File: src/rtl/rv_pkg.sv
// Shared RV32I decode constants and the ID/EX bundle.
// Imported by the decode and issue stages.
package rv_pkg;

    localparam int RV_XLEN = 32;

    localparam logic [3:0] ALU_ADD   = 4'h0;
    localparam logic [3:0] ALU_SUB   = 4'h1;
    localparam logic [3:0] ALU_XOR   = 4'h2;
    localparam logic [3:0] ALU_OR    = 4'h3;
    localparam logic [3:0] ALU_AND   = 4'h4;
    localparam logic [3:0] ALU_SLL   = 4'h5;
    localparam logic [3:0] ALU_SRL   = 4'h6;
    localparam logic [3:0] ALU_BEQ   = 4'h7;
    localparam logic [3:0] ALU_BNE   = 4'h8;
    localparam logic [3:0] ALU_SLT   = 4'h9;
    localparam logic [3:0] ALU_SRA   = 4'hA;
    localparam logic [3:0] ALU_AUIPC = 4'hB;

    localparam logic [6:0] OP_R      = 7'b0110011;
    localparam logic [6:0] OP_I      = 7'b0010011;
    localparam logic [6:0] OP_LUI    = 7'b0110111;
    localparam logic [6:0] OP_AUIPC  = 7'b0010111;
    localparam logic [6:0] OP_LOAD   = 7'b0000011;
    localparam logic [6:0] OP_STORE  = 7'b0100011;
    localparam logic [6:0] OP_BRANCH = 7'b1100011;

    localparam logic [2:0] F3_ADD  = 3'd0;
    localparam logic [2:0] F3_SLL  = 3'd1;
    localparam logic [2:0] F3_SLT  = 3'd2;
    localparam logic [2:0] F3_SLTU = 3'd3;
    localparam logic [2:0] F3_XOR  = 3'd4;
    localparam logic [2:0] F3_SR   = 3'd5;
    localparam logic [2:0] F3_OR   = 3'd6;
    localparam logic [2:0] F3_AND  = 3'd7;
    localparam logic [2:0] F3_BEQ  = 3'd0;
    localparam logic [2:0] F3_BNE  = 3'd1;
    localparam logic [2:0] F3_W    = 3'd2;

    typedef struct packed {
        logic                 valid;
        logic [3:0]           ctrl;
        logic [RV_XLEN-1:0]   in1;
        logic [RV_XLEN-1:0]   in2;
        logic [RV_XLEN-1:0]   pc;
        logic [RV_XLEN-1:0]   br_target;
        logic [RV_XLEN-1:0]   store_data;
        logic [4:0]           rd;
        logic                 reg_we;
        logic                 mem_rd;
        logic                 mem_wr;
        logic                 illegal;
    } id_ex_t;

endpackage

File: src/rtl/rv_decode.sv
// Combinational RV32I decoder: instruction and register data
// to ALU control, operands and memory/writeback flags.
module rv_decode
    import rv_pkg::*;
#(
    parameter bit SIGNED_SLT = 1'b1
) (
    input  logic [31:0] instr,
    input  logic [31:0] pc,
    input  logic [31:0] rs1_data,
    input  logic [31:0] rs2_data,
    output id_ex_t      dec
);

    logic [6:0]  op;
    logic [2:0]  f3;
    logic [6:0]  f7;
    logic [4:0]  rd;
    logic        is_r;
    logic [31:0] imm_i;
    logic [31:0] imm_s;
    logic [31:0] imm_b;
    logic [4:0]  shamt;
    logic        f7_zero;
    logic        f7_alt;

    assign op      = instr[6:0];
    assign f3      = instr[14:12];
    assign f7      = instr[31:25];
    assign rd      = instr[11:7];
    assign is_r    = (op == OP_R);
    assign imm_i   = {{20{instr[31]}}, instr[31:20]};
    assign imm_s   = {{20{instr[31]}}, instr[31:25], instr[11:7]};
    assign imm_b   = {{19{instr[31]}}, instr[31], instr[7],
                      instr[30:25], instr[11:8], 1'b0};
    assign shamt   = is_r ? rs2_data[4:0] : instr[24:20];
    assign f7_zero = (f7 == 7'h00);
    assign f7_alt  = (f7 == 7'h20);

    logic        ill;
    logic        wr_rd;
    logic [3:0]  ctrl;
    logic [31:0] in1;
    logic [31:0] in2;

    always_comb begin
        ill   = 1'b0;
        wr_rd = 1'b0;
        ctrl  = ALU_ADD;
        in1   = rs1_data;
        in2   = is_r ? rs2_data : imm_i;
        dec   = '0;
        unique case (1'b1)
            (op == OP_R), (op == OP_I): begin
                wr_rd = 1'b1;
                // R-form only allows funct7 0x20 on SUB and SRA
                if (is_r && !f7_zero && !(f7_alt && (f3 == F3_ADD || f3 == F3_SR)))
                    ill = 1'b1;
                case (f3)
                    F3_ADD:  ctrl = (is_r && f7_alt) ? ALU_SUB : ALU_ADD;
                    F3_XOR:  ctrl = ALU_XOR;
                    F3_OR:   ctrl = ALU_OR;
                    F3_AND:  ctrl = ALU_AND;
                    F3_SLL: begin
                        ctrl = ALU_SLL;
                        in2  = {27'b0, shamt};
                        if (!f7_zero) ill = 1'b1;
                    end
                    F3_SR: begin
                        ctrl = f7_alt ? ALU_SRA : ALU_SRL;
                        in2  = {27'b0, shamt};
                        if (!f7_zero && !f7_alt) ill = 1'b1;
                    end
                    F3_SLT: begin
                        ctrl = ALU_SLT;
                        if (SIGNED_SLT) begin
                            in1 = in1 ^ 32'h8000_0000;
                            in2 = in2 ^ 32'h8000_0000;
                        end
                    end
                    default: ctrl = ALU_SLT;
                endcase
            end
            (op == OP_LUI): begin
                wr_rd = 1'b1;
                in1   = '0;
                in2   = {instr[31:12], 12'b0};
            end
            (op == OP_AUIPC): begin
                wr_rd = 1'b1;
                ctrl  = ALU_AUIPC;
                in1   = '0;
                in2   = {12'b0, instr[31:12]};
            end
            (op == OP_LOAD): begin
                wr_rd      = 1'b1;
                dec.mem_rd = 1'b1;
                in2        = imm_i;
                if (f3 != F3_W) ill = 1'b1;
            end
            (op == OP_STORE): begin
                dec.mem_wr     = 1'b1;
                dec.store_data = rs2_data;
                in2            = imm_s;
                if (f3 != F3_W) ill = 1'b1;
            end
            (op == OP_BRANCH): begin
                in2           = rs2_data;
                dec.br_target = pc + imm_b;
                case (f3)
                    F3_BEQ:  ctrl = ALU_BEQ;
                    F3_BNE:  ctrl = ALU_BNE;
                    default: ill  = 1'b1;
                endcase
            end
            default: ill = 1'b1;
        endcase

        dec.valid = 1'b1;
        dec.pc    = pc;
        dec.ctrl  = ctrl;
        dec.in1   = in1;
        dec.in2   = in2;
        dec.rd    = wr_rd ? rd : 5'd0;
        dec.reg_we = wr_rd && (rd != 5'd0);
        if (ill) begin
            dec         = '0;
            dec.valid   = 1'b1;
            dec.illegal = 1'b1;
            dec.pc      = pc;
        end
    end

endmodule

File: src/rtl/id_ex_issue.sv
// Issue stage: load-use hazard detection, stall/flush priority
// and the ID/EX pipeline register.
module id_ex_issue
    import rv_pkg::*;
#(
    parameter int XLEN       = 32,
    parameter bit SIGNED_SLT = 1'b1
) (
    input  logic            clk,
    input  logic            rst_n,
    input  logic            id_valid,
    input  logic [31:0]     id_instr,
    input  logic [XLEN-1:0] id_pc,
    input  logic [XLEN-1:0] rs1_data,
    input  logic [XLEN-1:0] rs2_data,
    input  logic            ex_hold,
    input  logic            flush,
    output logic            id_stall,
    output logic            ex_valid,
    output logic [3:0]      ex_ctrl,
    output logic [XLEN-1:0] ex_in1,
    output logic [XLEN-1:0] ex_in2,
    output logic [XLEN-1:0] ex_pc,
    output logic [XLEN-1:0] ex_br_target,
    output logic [XLEN-1:0] ex_store_data,
    output logic [4:0]      ex_rd,
    output logic            ex_reg_we,
    output logic            ex_mem_rd,
    output logic            ex_mem_wr,
    output logic            ex_illegal
);

    id_ex_t dec;
    id_ex_t q;
    id_ex_t bub;

    rv_decode #(.SIGNED_SLT(SIGNED_SLT)) u_dec (
        .instr    (id_instr),
        .pc       (id_pc),
        .rs1_data (rs1_data),
        .rs2_data (rs2_data),
        .dec      (dec)
    );

    logic [6:0] op;
    logic [4:0] rs1;
    logic [4:0] rs2;
    logic       uses_rs2;
    logic       hazard;

    assign op       = id_instr[6:0];
    assign rs1      = id_instr[19:15];
    assign rs2      = id_instr[24:20];
    assign uses_rs2 = (op == OP_R) || (op == OP_STORE) || (op == OP_BRANCH);

    assign hazard = q.valid && q.mem_rd && (q.rd != 5'd0) && id_valid &&
                    ((rs1 == q.rd) || (uses_rs2 && (rs2 == q.rd)));

    assign id_stall = (hazard || ex_hold) && !flush;

    // A bubble keeps the last PC so EX still sees a sane address
    always_comb begin
        bub    = '0;
        bub.pc = q.pc;
    end

    always_ff @(posedge clk or negedge rst_n) begin
        if (!rst_n)
            q <= '0;
        else if (flush)
            q <= bub;
        else if (ex_hold)
            q <= q;
        else if (hazard || !id_valid)
            q <= bub;
        else
            q <= dec;
    end

    assign ex_valid      = q.valid;
    assign ex_ctrl       = q.ctrl;
    assign ex_in1        = q.in1;
    assign ex_in2        = q.in2;
    assign ex_pc         = q.pc;
    assign ex_br_target  = q.br_target;
    assign ex_store_data = q.store_data;
    assign ex_rd         = q.rd;
    assign ex_reg_we     = q.reg_we;
    assign ex_mem_rd     = q.mem_rd;
    assign ex_mem_wr     = q.mem_wr;
    assign ex_illegal    = q.illegal;

endmodule

File: config.mk
export PLATFORM = sky130hd
export DESIGN_NAME = id_ex_issue
export DESIGN_NICKNAME = d
export VERILOG_FILES = /design/src/rtl/rv_pkg.sv /design/src/rtl/rv_decode.sv /design/src/rtl/id_ex_issue.sv
export SDC_FILE = /design/constraint.sdc
export NUM_CORES = 1
export LEC_CHECK = 0
export BUFFER_PORTS_ARGS = -buffer_cell sky130_fd_sc_hd__buf_4
export CORE_ASPECT_RATIO = 0.75
export CORE_UTILIZATION = 46
export DETAILED_ROUTE_END_ITERATION = 16
export GPL_TIMING_DRIVEN = 0
export PLACE_DENSITY = 0.77
export SLEW_MARGIN = 20
export SYNTH_ARGS = -nofsm -noshare
export SYNTH_HDL_FRONTEND = slang
export SYNTH_SLANG_ARGS = --single-unit
export TNS_END_PERCENT = 100
File: constraint.sdc
create_clock -name clk -period 2.3 [get_ports clk]
set_input_delay 0.345 -clock clk [delete_from_list [all_inputs] [get_ports clk]]
set_output_delay 0.345 -clock clk [all_outputs]
set_load 0.005 [all_outputs]
======== Yosys cells after proc, flatten, opt, wreduce, memory -nomap -nowiden ========
Cells that the tools add are included.
storage, ports and cells
  input bits .............................. 133
  register bits ........................... 174
  ROM bits ................................ 0
  RAM bits ................................ 0
  bits in latches ......................... 0
  memories ................................ 0
operators by class
  divide/modulo/power cells ............... 0
  multipliers ............................. 0
  $add $sub $neg .......................... 1
  muxes and demuxes ....................... 28
  equality and inequality tests ........... 18
  $lt $le $gt $ge ......................... 0
  reductions and logical operators ........ 34
  shift operators ......................... 0
  bitwise operators ....................... 5
operators by type and width
  cell                count
  $mux 174            3
  $pmux 32 s6         1
  $mux 173            1
  $mux 32             4
  $pmux 32 s2         2
  $add 32x32->32      1
  $eq 7x6->1 const B  4
  $pmux 4 s6          1
  $eq 7x5->1 const B  2
  $eq 3x3->1 const B  4
  $logic_and 1x1->1   12
  $pmux 4 s3          1
  $eq 5x5->1          2
  $mux 5              2
  $reduce_bool 5->1   2
  $reduce_or 2->1     5
  $mux 1              9
  $pmux 4 s2          1
  $eq 7x2->1 const B  1
  $eq 7x7->1 const B  1
  $logic_not 7->1     1
  $logic_or 1x1->1    6
  $logic_not 1->1     5
  $not 1->1           5
  10 further kinds    10

======== Logic depth before layout (Yosys ltp) ========
  depth in word-level cells ............... 13
  gate-level depth with buffers ........... 12

======== Cells and area by module ========
Synthesis repeated with hierarchy kept, for this count alone.
unflattened totals
  cell total of the unflattened synthesis .. 1552
  area total of the unflattened synthesis .. 12410.7 um2
by module, submodules not included
  module       cells an instance  area an instance (um2)  sequential area each (um2)  times used
  id_ex_issue  917                8498.2                  4354.2                      1
  rv_decode    635                3912.5                  0.0                         1

======== Least setup slack after synthesis ========
No wires, ideal clock.
  path type ............................... input port to flip-flop
  start ................................... in id_instr[8]
  end ..................................... reg q, in the netlist ex_br_target[31]
  path slack .............................. -0.247 ns
  setup time .............................. 0.121 ns
  arrival time ............................ 2.426 ns
  data required time ...................... 2.179 ns
  buffers on the path ..................... 0
  cell stages on the path ................. 12
  cells stage by stage .................... ha_1 > inv_1 > fa_1 > nor2b_1 > o31ai_1 > a311o_1 > nand2_1 > a31oi_1 > a21o_1 > o31ai_1 > xnor2_1 > a22o_1
between the ends
  word-level cells in the longest chain between the ends .. 6
ends and longest elaborated chain
  what                  line               RTL
  start, declared       id_ex_issue.sv:12  input logic [31:0] id_instr,
  $add 32x32->32        rv_decode.sv:109   dec.br_target = pc + imm_b;
  $mux 32               rv_decode.sv:53    unique case (1'b1)
  $mux 173              rv_decode.sv:126   if (ill) begin
  $mux 174              id_ex_issue.sv:74  else if (hazard || !id_valid)
  $mux 174              id_ex_issue.sv:72  else if (ex_hold)
  $mux 174              id_ex_issue.sv:70  else if (flush)
  end signal, assigned  id_ex_issue.sv:71  q <= bub;
  end signal, assigned  id_ex_issue.sv:73  q <= q;
  end signal, assigned  id_ex_issue.sv:75  q <= bub;
  end, declared         id_ex_issue.sv:34  id_ex_t q;
Every way passes these cells. The select of a mux whose other input is x is not followed.
A chain may end at the register's enable or synchronous reset.

======== Final worst setup path ========
  start ................................... reg q, in the netlist ex_rd[2]
  end ..................................... out id_stall
between the ends
  word-level cells in the longest chain between the ends .. 6
  elaborated cells between the ends (all ways) .. 10
  classes of those cells .................. eq/ne: 2; reduce/logical: 8
ends and longest elaborated chain
  what                                                          line                                  RTL
  $eq 5x5->1 / $reduce_bool 5->1 (equally long branches)        id_ex_issue.sv:57, id_ex_issue.sv:56
  $logic_and 1x1->1 (on tied branches)                          id_ex_issue.sv:57, id_ex_issue.sv:56
  $logic_or 1x1->1 / $logic_and 1x1->1 (equally long branches)  id_ex_issue.sv:57, id_ex_issue.sv:56
  $logic_and 1x1->1 (*)                                         id_ex_issue.sv:56                     assign hazard = q.valid && q.mem_rd && (q.rd != 5'd0) && id_valid &&
  $logic_or 1x1->1 (*)                                          id_ex_issue.sv:59                     assign id_stall = (hazard || ex_hold) && !flush;
  $logic_and 1x1->1 (*)                                         id_ex_issue.sv:59
  end, declared                                                 id_ex_issue.sv:18                     output logic id_stall,
Every way passes the cells marked *; elsewhere a longest branch is shown, timed or not.

==> flow_metrics.env <==
export IMPL_clk_latency_ns=0.44
export IMPL_met1_usage=0.420
export IMPL_slew_violations=0
export IMPL_hold_start="rs1_data[13]"
export IMPL_syn_num_nets=980
export IMPL_power_static_leakage_nw=6.34
export IMPL_setup_ws_ns=-0.160
export IMPL_path_cells="or4_4 > o2111ai_4 > inv_2 > a21oi_2 > nor2_1 > buf_4"
export IMPL_reg2reg_from="ex_rd[2]"
export IMPL_drt_pass1_iter_count=7
export IMPL_clock_fmax_mhz=407
export IMPL_end_kind="output pin"
export IMPL_synth_most_common_cell="dfrtp_1"
export IMPL_crit_path_top_delay_cell="or4_4"
export IMPL_die_height_um=122
export IMPL_hp_class="input port to flip-flop"
export IMPL_yosysWarnings=0
export IMPL_slew_headroom=0.482
export IMPL_final_hold_violation_count=0
export IMPL_grt_pass1_vias=8100
export IMPL_num_rows=43
export IMPL_syn_avg_cell_area_um2=10.8
export IMPL_total_power_mw=7.48
export IMPL_antenna_found_initial=0
export IMPL_worst_setup_path_type="flip-flop to output pin"
export IMPL_portBuffers=304
export IMPL_ys_seq_area_frac=0.493
export IMPL_rsz0062_at_grt="yes"
export IMPL_yosys_top_cells_area="dfrtp_1 49%, a22o_1 12%, ha_1 4.3%, mux2_2 4.0%, o21ai_0 3.5%"
export IMPL_routed_via_density=5.89
export IMPL_min_path_cells=2
export IMPL_worst_path_max_fanout=4
export IMPL_synth_distinct_cells=57
export IMPL_gr_usage_met3=0.103
export IMPL_dp_hpwl_mm=22.5
export IMPL_synth_edf_count=0
export IMPL_gp_congestion=1.02
export IMPL_synth_top_area_share=0.493
export IMPL_synth_cells=816
export IMPL_diodes=0
export IMPL_syn_to_final_growth_pct=46.0
export IMPL_wl_per_cell_um=22.0
export IMPL_setup_viol=87
export IMPL_fin_cells=1430
export IMPL_critPathLaunchType="flip-flop"
export IMPL_postLayoutCellArea_um2=12900
export IMPL_peakVddDrop_mv=0.424
export IMPL_async_reset_ff_frac=1.00
export IMPL_arrival_ns=2.11
export IMPL_violations="setup timing"
export IMPL_cap_violations=0
export IMPL_clk_transition_reported_paths_ns=0.07
export IMPL_fin_nets=1334
export IMPL_p_per_area_nw_per_um2=580
export IMPL_ys_top_cells_by_count="174 x dfrtp_1, 118 x a22o_1, 61 x o21ai_0, 51 x nor2_1, 48 x nand2_1"
export IMPL_placed_area_um2=11500
export IMPL_grtUsageMet2=0.469
export IMPL_grt_overflow=0
export IMPL_hold_ws_ns=0.125
export IMPL_totalWireLength_mm=31.5
export IMPL_worst_slew_pin_slew_ns=0.777
export IMPL_cts_root_buf="clkbuf_16"
export IMPL_design_portCount=308
export IMPL_rr_worst_depth=8
export IMPL_top_usage_layer="met2"
export IMPL_clock_sinks=174
export IMPL_ant_nets=0
export IMPL_core_area_um2=18600
export IMPL_cpPeakStageDelay_ns=0.54
export IMPL_cts_buffers=17
export IMPL_grt_max_degree=90
export IMPL_synth_flop_cell="dfrtp_1"
export IMPL_period_needed_ns=2.46
export IMPL_crit_required_ns=1.96
export IMPL_vias=8423
export IMPL_drc=0
export IMPL_place_inst=1368
export IMPL_yosys_area_top_type="dfrtp_1"
export IMPL_synth_area_um2=8830
export IMPL_cts_buffer_depth=2
export IMPL_crit_start="ex_rd[2]"
export IMPL_post_route_period_util=1.07
export IMPL_die_area_um2=19800
export IMPL_post_route_util=0.693
export IMPL_die_x_um=162
export IMPL_start_util=0.474
export IMPL_drive_above_1_share=0.407
export IMPL_finClkSkew_ns=0.0150
export IMPL_cts_htree_levels=4
export IMPL_grt_pass1_wl_mm=46.1
export IMPL_tritoncts="done"
export IMPL_drt_iter0_drc=919
export IMPL_track_usage=0.312
export IMPL_synth_seq_cells=174
export IMPL_status="complete, but fails checks"
[what timing repair did]
item,in CTS,in global routing
resized for setup,62,73
pin swaps,10,28
cloned,3,4
hold buffers,1,0
endpoints found under the setup margin,166,166
endpoints found under the hold margin,88,0
buffers inserted,17,14
[cell families (layout without fill, tap and decap cells)]
family	after synthesis	after routing	synth area share
AO/OA/AOI/OAI	314	314	0.262
XOR/XNOR	37	37	0.0367
adder cells (fa/ha/maj)	31	31	0.0448
buffers and inverters	66	433	0.0329
flip-flops	174	174	0.493
multiplexers	32	32	0.0407
AND/OR/NAND/NOR	162	162	0.0901
[sequential cells by signal (all words and copies together) (netlist names)]
name,count
ex_ctrl,4
ex_valid,1
ex_pc,32
ex_mem_rd,1
ex_reg_we,1
ex_in2,32
ex_rd,5
ex_in1,32
ex_br_target,32
ex_mem_wr,1
ex_store_data,32
ex_illegal,1
[cells in the final DEF (no fill, tap or decap), drive strengths merged, types with 10 or more instances in the layout]
cell    count
o21ai      62
nand2      48
a22o      118
clkbuf     53
dfrtp     174
nor2       51
buf       353
xnor2      26
a222oi     11
inv        17
nand3      14
a21o       16
xor2       11
a21oi      45
o21a       10
mux2       31
ha         30
[cell type report]
type	count	area, µm²
Fill cell	1397	5720
Multi-Input combinational cell	576	4470
Sequential cell	174	4360
Timing Repair Buffer	341	2780
Clock buffer	18	439
Buffer	48	343
Tap cell	247	309
Clock inverter	14	148
Inverter	12	45.0
[layer usage]
metal  up-vias  wire length [µm]
met2       446             14100
li1       3822                 -
met1      4076             13100
met5         -                 0
met4         0              1010
met3        79              3270
[report_power, final]
| group | internal, mW | switching (mW) |
|---|---|---|
| Clock | 1.47 | 1.38 |
| Sequential | 3.17 | 0.0606 |
| Combinational | 0.670 | 0.723 |
[stage by stage]
stage	setup WS, ns	TNS (ns)
after floorplan	-0.0274	-0.0479
after global placement	-0.697	-95.29
after detailed placement	-0.696	-69.35
after CTS	-0.160	-6.03
after global routing	-0.223	-14.56
final	-0.160	-4.40
[path summary, 6_finish.rpt]
check / to / slack, ns
worst max-delay path: id_stall / -0.16
worst min-delay path: ex_in1[13] / 0.13
worst max register to register: ex_store_data[9] / -0.14
worst min register to register: ex_in2[3] / 0.49
max in group asynchronous: ex_pc[30] / 0.87
min in group asynchronous: ex_in2[9] / 0.52
[critical path: cells and delay by family, from the launching register on]
kind,cells,cell delay (ns)
simple gates,2,0.59
flops,1,0.46
compound gates,2,0.42
buf+inv,2,0.20
(Power assumes the default switching activity.)
